[src/rtl/led_bank.sv]
// rtl/led_bank.sv - LED bank driver: all-on, all-off, blink and chase patterns with optional PWM dimming
// Optional feature macro: LED_BANK_PWM_EN (global PWM brightness gating via bright)
module led_bank #(
  parameter int N    = 4,
  parameter int DIV  = 12000,
  parameter int STEP = 250
) (
  input  logic         clk,
  input  logic         rst,
  input  logic [1:0]   mode,
  input  logic [7:0]   bright,
  output logic [N-1:0] leds
);

  // Counter widths: $clog2 of the range, never narrower than one bit
  localparam int PW = (DIV  > 1) ? $clog2(DIV)  : 1;
  localparam int SW = (STEP > 1) ? $clog2(STEP) : 1;
  localparam int QW = (N    > 1) ? $clog2(N)    : 1;

  localparam logic [PW-1:0] PCNT_MAX = PW'(DIV - 1);
  localparam logic [SW-1:0] SCNT_MAX = SW'(STEP - 1);
  localparam logic [QW-1:0] POS_MAX  = QW'(N - 1);

  localparam logic [1:0] MODE_ON    = 2'd0;
  localparam logic [1:0] MODE_OFF   = 2'd1;
  localparam logic [1:0] MODE_BLINK = 2'd2;
  localparam logic [1:0] MODE_CHASE = 2'd3;

  logic [PW-1:0] pcnt;
  logic [PW-1:0] pcnt_nxt;
  logic [SW-1:0] scnt;
  logic [SW-1:0] scnt_nxt;
  logic [QW-1:0] pos;
  logic [QW-1:0] pos_nxt;
  logic          phase;
  logic          phase_nxt;
  logic [1:0]    mode_q;
  logic          mode_chg;
  logic          tick;
  logic          step;
  logic [N-1:0]  pat;
  logic          pwm_on;

  // Event decode: a mode change overrides any tick/step in the same cycle
  always_comb begin
    mode_chg = (mode != mode_q);
    tick     = (pcnt == PCNT_MAX);
    step     = tick && (scnt == SCNT_MAX);
  end

  // Next values of the prescaler and step counter
  always_comb begin
    pcnt_nxt = pcnt;
    scnt_nxt = scnt;
    if (mode_chg) begin
      pcnt_nxt = '0;
      scnt_nxt = '0;
    end else if (tick) begin
      pcnt_nxt = '0;
      if (scnt == SCNT_MAX) begin
        scnt_nxt = '0;
      end else begin
        scnt_nxt = scnt + SW'(1);
      end
    end else begin
      pcnt_nxt = pcnt + PW'(1);
    end
  end

  // Next animation state; a mode change restarts both animations at their first frame
  always_comb begin
    phase_nxt = phase;
    pos_nxt   = pos;
    if (mode_chg) begin
      phase_nxt = 1'b1;
      pos_nxt   = '0;
    end else if (step) begin
      phase_nxt = ~phase;
      if (pos == POS_MAX) begin
        pos_nxt = '0;
      end else begin
        pos_nxt = pos + QW'(1);
      end
    end
  end

  // Pattern is built from the post-edge animation state so leds shows a new frame
  // on the same edge that the step or mode change takes effect
  always_comb begin
    pat = '0;
    case (mode)
      MODE_ON:    pat = '1;
      MODE_OFF:   pat = '0;
      MODE_BLINK: pat = {N{phase_nxt}};
      MODE_CHASE: pat = N'(1) << pos_nxt;
      default:    pat = '0;
    endcase
  end

  // Timebase and animation state registers
  always_ff @(posedge clk) begin
    if (rst) begin
      pcnt   <= '0;
      scnt   <= '0;
      pos    <= '0;
      phase  <= 1'b1;
      mode_q <= MODE_ON;
    end else begin
      pcnt   <= pcnt_nxt;
      scnt   <= scnt_nxt;
      pos    <= pos_nxt;
      phase  <= phase_nxt;
      mode_q <= mode;
    end
  end

`ifdef LED_BANK_PWM_EN
  logic [7:0] wcnt;

  // Free-running PWM counter; deliberately not cleared on mode change
  always_ff @(posedge clk) begin
    if (rst) begin
      wcnt <= 8'd0;
    end else begin
      wcnt <= wcnt + 8'd1;
    end
  end

  // Full scale is forced on so 255 means steady light rather than 255/256 duty
  always_comb begin
    pwm_on = (bright == 8'hFF) | (wcnt < bright);
  end
`else
  logic unused_bright;

  // Brightness control compiled out: outputs follow the pattern directly
  always_comb begin
    pwm_on        = 1'b1;
    unused_bright = ^bright;
  end
`endif

  // Registered LED drive, gated by the PWM enable
  always_ff @(posedge clk) begin
    if (rst) begin
      leds <= '0;
    end else begin
      leds <= pat & {N{pwm_on}};
    end
  end

endmodule
[config.mk]
export PLATFORM = sky130hd
export DESIGN_NAME = led_bank
export DESIGN_NICKNAME = d
export VERILOG_FILES = /design/src/rtl/led_bank.sv
export SDC_FILE = /design/constraint.sdc
export NUM_CORES = 1
export LEC_CHECK = 0
export BUFFER_PORTS_ARGS = -buffer_cell sky130_fd_sc_hd__clkbuf_2
export CORE_MARGIN = 2
export CORE_UTILIZATION = 45
export CTS_CLUSTER_SIZE = 25
export DETAILED_ROUTE_END_ITERATION = 8
export GPL_ROUTABILITY_DRIVEN = 0
export SKIP_CTS_REPAIR_TIMING = 1
export SLEW_MARGIN = 20
export SYNTH_ARGS = -nofsm -noshare
export SYNTH_HDL_FRONTEND = slang
export SYNTH_SLANG_ARGS = --single-unit
[constraint.sdc]
create_clock -name clk -period 5.77 [get_ports clk]
set_input_delay 0 -clock clk [delete_from_list [all_inputs] [get_ports clk]]
set_output_delay 0 -clock clk [all_outputs]
set_load 0.01 [all_outputs]
# After elaboration in Yosys (flattened, before gate mapping)
# Cells that the tools add are included.
[op_classes]
reduce_logical = 4
n_mux = 7
bitwise_logic = 1
eq_ne = 7
addsub = 3
n_shift = 1
[ops]
columns = ["operator", "count"]
rows = [
  ["$pmux W4 S4", 1],
  ["$add A14 B1 Y14 const B", 1],
  ["$eq A14 B14 Y1 const B", 1],
  ["$add A8 B1 Y8 const B", 1],
  ["$eq A8 B8 Y1 const B", 1],
  ["$mux W8", 1],
  ["$eq A2 B2 Y1 const B", 3],
  ["$mux W2", 3],
  ["$shl A1 B2 Y4 const A", 1],
  ["$reduce_or A3 Y1", 1],
  ["$add A2 B1 Y2 const B", 1],
  ["$eq A2 B1 Y1 const B", 1],
  ["$logic_not A2 Y1", 1],
  ["$mux W1", 2],
  ["$ne A2 B2 Y1", 1],
  ["$reduce_or A2 Y1", 1],
  ["$logic_and A1 B1 Y1", 1],
  ["$not A1 Y1", 1],
]
[word_totals]
output_inout_bits = 4
ff_bits = 31
inputBits = 12

# Longest topological paths before layout
[depth]
word_depth = 6
depth_mapped = 7
mapped_depth_nobuf = 7

# Worst setup path before layout
# OpenSTA, ideal clock, no wires.
[synth_timing]
path_type = "register to register"
start = "register pcnt[0]"
end = "register leds[3]"
stages_incl_launch_ff = 7
required_time_ns = 5.674
path_slack_ns = 3.461
period_less_slack_ns = 2.309
t_arrival_ns = 2.214
path_cell_list = "dfxtp_1 > ha_1 > nand4_2 > or4_4 > or4_4 > a21o_1 > o41ai_2"
[synth_via]
elab_chain_cells = 6
elab_cells_between_ends = 8
cone_classes = "eq/ne (1); shift (1); mux (5); reduce/logical (1)"
[synth_lines]
columns = ["element", "line", "rtl"]
rows = [
  ["from (decl)", "29", "logic [PW-1:0] pcnt;"],
  ["from (signal assigned)", "109", "pcnt <= pcnt_nxt;"],
  ["$eq A14 B14 Y1 (*)", "47", "tick = (pcnt == PCNT_MAX);"],
  ["$logic_and A1 B1 Y1 (*)", "48", "step = tick && (scnt == SCNT_MAX);"],
  ["$mux W2", "77", "end else if (step) begin"],
  ["$mux W2", "74", "if (mode_chg) begin"],
  ["$shl A1 B2 Y4", "95", "MODE_CHASE: pat = N'(1) << pos_nxt;"],
  ["$pmux W4 S4 (*)", "91", "case (mode)"],
  ["to (signal assigned)", "148", "leds <= pat & {N{pwm_on}};"],
  ["to (decl)", "12", "output logic [N-1:0] leds"],
]
# Every way passes the cells marked *; elsewhere a longest branch is shown, timed or not.
# A chain may end at the register's enable or synchronous reset.

# Worst setup path after layout
[layout_timing]
start = "register pcnt[0]"
end = "register leds[2]"
# The elaborated chain is that of the path after synthesis.

==> results.tsv <==
stage	metric	value	unit
clock_network	cts_max_path_buffers	2	
min_path	min_from	pcnt[0]$_SDFF_PP0_	
routing	wl_per_cell	12.4	µm
logic_synthesis	synth_edf_count	0	
critical_path	end_kind	flip-flop	
routing	vias_per_cell	5.37	
die	die_h	59.1	µm
logic_synthesis	synth-compound-area-share	0.0678	
die	start_util	0.483	
logic_synthesis	synth_most_common_cell	dfxtp_1	
logic_synthesis	synth_area_leaders	dfxtp_1 (45%), xnor2_1 (7.7%), nor2_1 (7.1%)	
timing	clock.fmax	369	MHz
critical_path	reg2reg_to	leds[2]$_SDFF_PP0_	
critical_path	slowest_stage	nor4_1	
routing	dr.pass1.iters	4	
critical_path	r2r.worst_path.cells	6	
logic_synthesis	synth_nets	169	
layout	fillerInstances	269	
timing	setup_viol	0	
critical_path	cp_cell_sequence	ha_1 -> nand4_2 -> nor4_1 -> nand2_1 -> mux2i_1 -> o41ai_1	
clock_network	cts_made_buffers	5	
place	dpl.cell_count	188	
logic_synthesis	synth-async-reset-ratio	0	
layout	drive_gt1_frac	0.0952	
logic_synthesis	synth.area.mux_share	0.00733	
die	core_region_area	2830	µm²
timing	period_needed	2.71	ns
outcome	outcome	completed	
logic_synthesis	synth_top_area_share	0.455	
logic_synthesis	synthFlopType	dfxtp_1	
clock_network	cts.sinks	31	
critical_path	critPathLaunch	pcnt[0]$_SDFF_PP0_	
layout	diodes	0	
layout	final_nets	185	
job	maxCapViolCount	0	
routing	drc	0	
place	portBuffers	7	
timing	hold_violations	0	
logic_synthesis	synthAdderAreaFrac	0.0367	
logic_synthesis	synth.distinct_cells	29	
timing	period_share	0.469	
logic_synthesis	synth_cells	153	
timing	rsz0062_at_grt	no	
global_routing	grt_usage	0.173	
layout	stdcell_count	199	
logic_synthesis	synthTopCellsByCount	dfxtp_1 (31), nor2_1 (26), xnor2_1 (12), nand2_1 (11), nor3_1 (9)	
timing	slew_headroom	0.249	
die	ios	16	
timing	fin_skew	0.00534	ns
critical_path	worstReg2RegStart	pcnt[0]$_SDFF_PP0_	
critical_path	critPathMaxStageDelay	0.99	ns
routing	vias	1069	
timing	worstMarginPinSlew	1.12	ns
min_path	whs_path_depth	1	
logic_synthesis	synth_top_area_cell	dfxtp_1	
layout	syn2layout_area_growth	11.3	%
logic_synthesis	seq_area_frac_synth	0.455	
global_routing	gr-total-overflow	0	
die	dieArea	3490	µm²
power_and_ir_drop	power_density	230	nW/µm²
global_routing	grt_max_degree	14	
routing	detail-route-antenna-nets	0	
logic_synthesis	synth_xor_area_frac	0.128	
critical_path	cp_max_fo	7	
routing	drt-total-wl	2.47	mm
die	fp.dieW	59.1	µm
clock_network	root_buffer	clkbuf_4	
min_path	min_to	pcnt[0]$_SDFF_PP0_	
critical_path	crit_type	flip-flop to flip-flop	
layout	multi_input_area	714	µm²
critical_path	rrSetupSlack	3.06	ns
critical_path	crit_path_start_kind	flip-flop	
clock_network	clock_latency	0.33	ns
global_routing	grt_first_pass_wirelength	4.34	mm
power_and_ir_drop	peakVddDrop	0.130	mV
min_path	hp-class	flip-flop to flip-flop	
timing	finalSetupTns	0	ns
critical_path	cp_data_required_time	5.99	ns
clock_network	cts_tree	built	
timing	maxSlewViolCount	0	
power_and_ir_drop	p_leak	0.550	nW
place	dp_hpwl	1.71	mm
clock_network	clk_pin_slew	0.09	ns
logic_synthesis	ys_warn_count	0	
logic_synthesis	syn_area	1370	µm²
routing	drt_iter0_markers	41	
global_routing	antenna_found_initial	0	
logic_synthesis	synth_top_family_by_area	simple AND/OR/NAND/NOR gates	
critical_path	cp.arrival	2.93	ns
logic_synthesis	synth_simple_gate_area_frac	0.283	
layout	regArea	621	µm²
logic_synthesis	avgSynthCellArea	8.92	µm²
die	rows	19	
global_routing	grt_pass1_vias	1011	
clock_network	htreeDepth	2	
logic_synthesis	ys_seq_elements	31	
cells in the final DEF, fill, tap and decap left out, drive strengths merged, types with 2 or more instances in the layout:
cell type    count
and2             2
dlygate4sd3      5
nor3             9
or4              2
a311o            2
nand2           11
xor2             8
ha               4
nand3            7
o41ai            2
nor2            26
nor2b            2
nor4             2
dfxtp           31
a21oi            3
nand4            6
or3              2
inv              5
o21ai            5
clkbuf          13
and3             4
xnor2           12
stage by stage:
stage / utilization / instance area [µm²] / hold slack (ns) / setup WS [ns] / power [mW]
after CTS: 0.519 / 1470 / -0.0665 / 3.08 / 0.351
after detailed placement: 0.505 / 1430 / 0.280 / 3.12 / 0.239
after global routing: 0.537 / 1520 / 0.530 / 2.84 / 0.367
final: 0.537 / 1520 / 0.492 / 3.06 / 0.349
after floorplan: - / 1370 / 0.0716 / 3.46 / 0.233
after global placement: 0.505 / 1430 / 0.279 / 3.23 / 0.239
registers in the layout (all words and copies together) (netlist names):
register  cells
mode_q        2
scnt          8
phase         1
pos           2
leds          4
pcnt         14
worst max-delay path, delay by kind of cell, from the launching register on:
family	cells	cell delay (ns)
muxes	1	0.23
and+or+nand+nor	3	1.42
AOI/OAI and AO/OA	1	0.33
adders and majority gates	1	0.25
DFF	1	0.38
worst max path at each step:
stage | to | slack [ns] | cells after the start
after floorplan | leds[3]$_SDFF_PP0_ | 3.46 | 6
after global placement | leds[3]$_SDFF_PP0_ | 3.23 | 6
after detailed placement | leds[2]$_SDFF_PP0_ | 3.12 | 6
after CTS | leds[2]$_SDFF_PP0_ | 3.08 | 6
after global routing | leds[2]$_SDFF_PP0_ | 2.84 | 6
final | leds[2]$_SDFF_PP0_ | 3.06 | 6
cell type report:
type                    count  area share
multi-input cells         114       0.470
flip-flops and latches     31       0.409
repair buffers             12      0.0560
clock buffers               6      0.0272
well taps                  31      0.0255
inverters                   5      0.0124
cells by family (layout without fill, tap and decap cells):
| family | Yosys count | after routing |
|---|---|---|
| AO/OA/AOI/OAI | 13 | 13 |
| XOR/XNOR | 20 | 20 |
| adder cells (fa/ha/maj) | 4 | 4 |
| buffers and inverters | 8 | 23 |
| flip-flops | 31 | 31 |
| multiplexers | 1 | 1 |
| AND/OR/NAND/NOR | 76 | 76 |
report_power, final:
part / switching (mW) / total, mW / leakage, nW / internal [mW]
Sequential: 0.00137 / 0.218 / 0.252 / 0.217
Combinational: 0.0106 / 0.0180 / 0.274 / 0.00737
Clock: 0.0699 / 0.113 / 0.0242 / 0.0433
Total: 0.0819 / 0.349 / 0.550 / 0.267
routing by layer:
metal  vias to the layer above  wire [µm]  track usage
met2                        22       1130        0.251
met4                         0         51        0.104
met3                         6        108       0.0655
met1                       486       1180        0.216
li1                        555          -            -
met5                         -          0            0
Note: power is estimated with default switching activity, not from simulation.
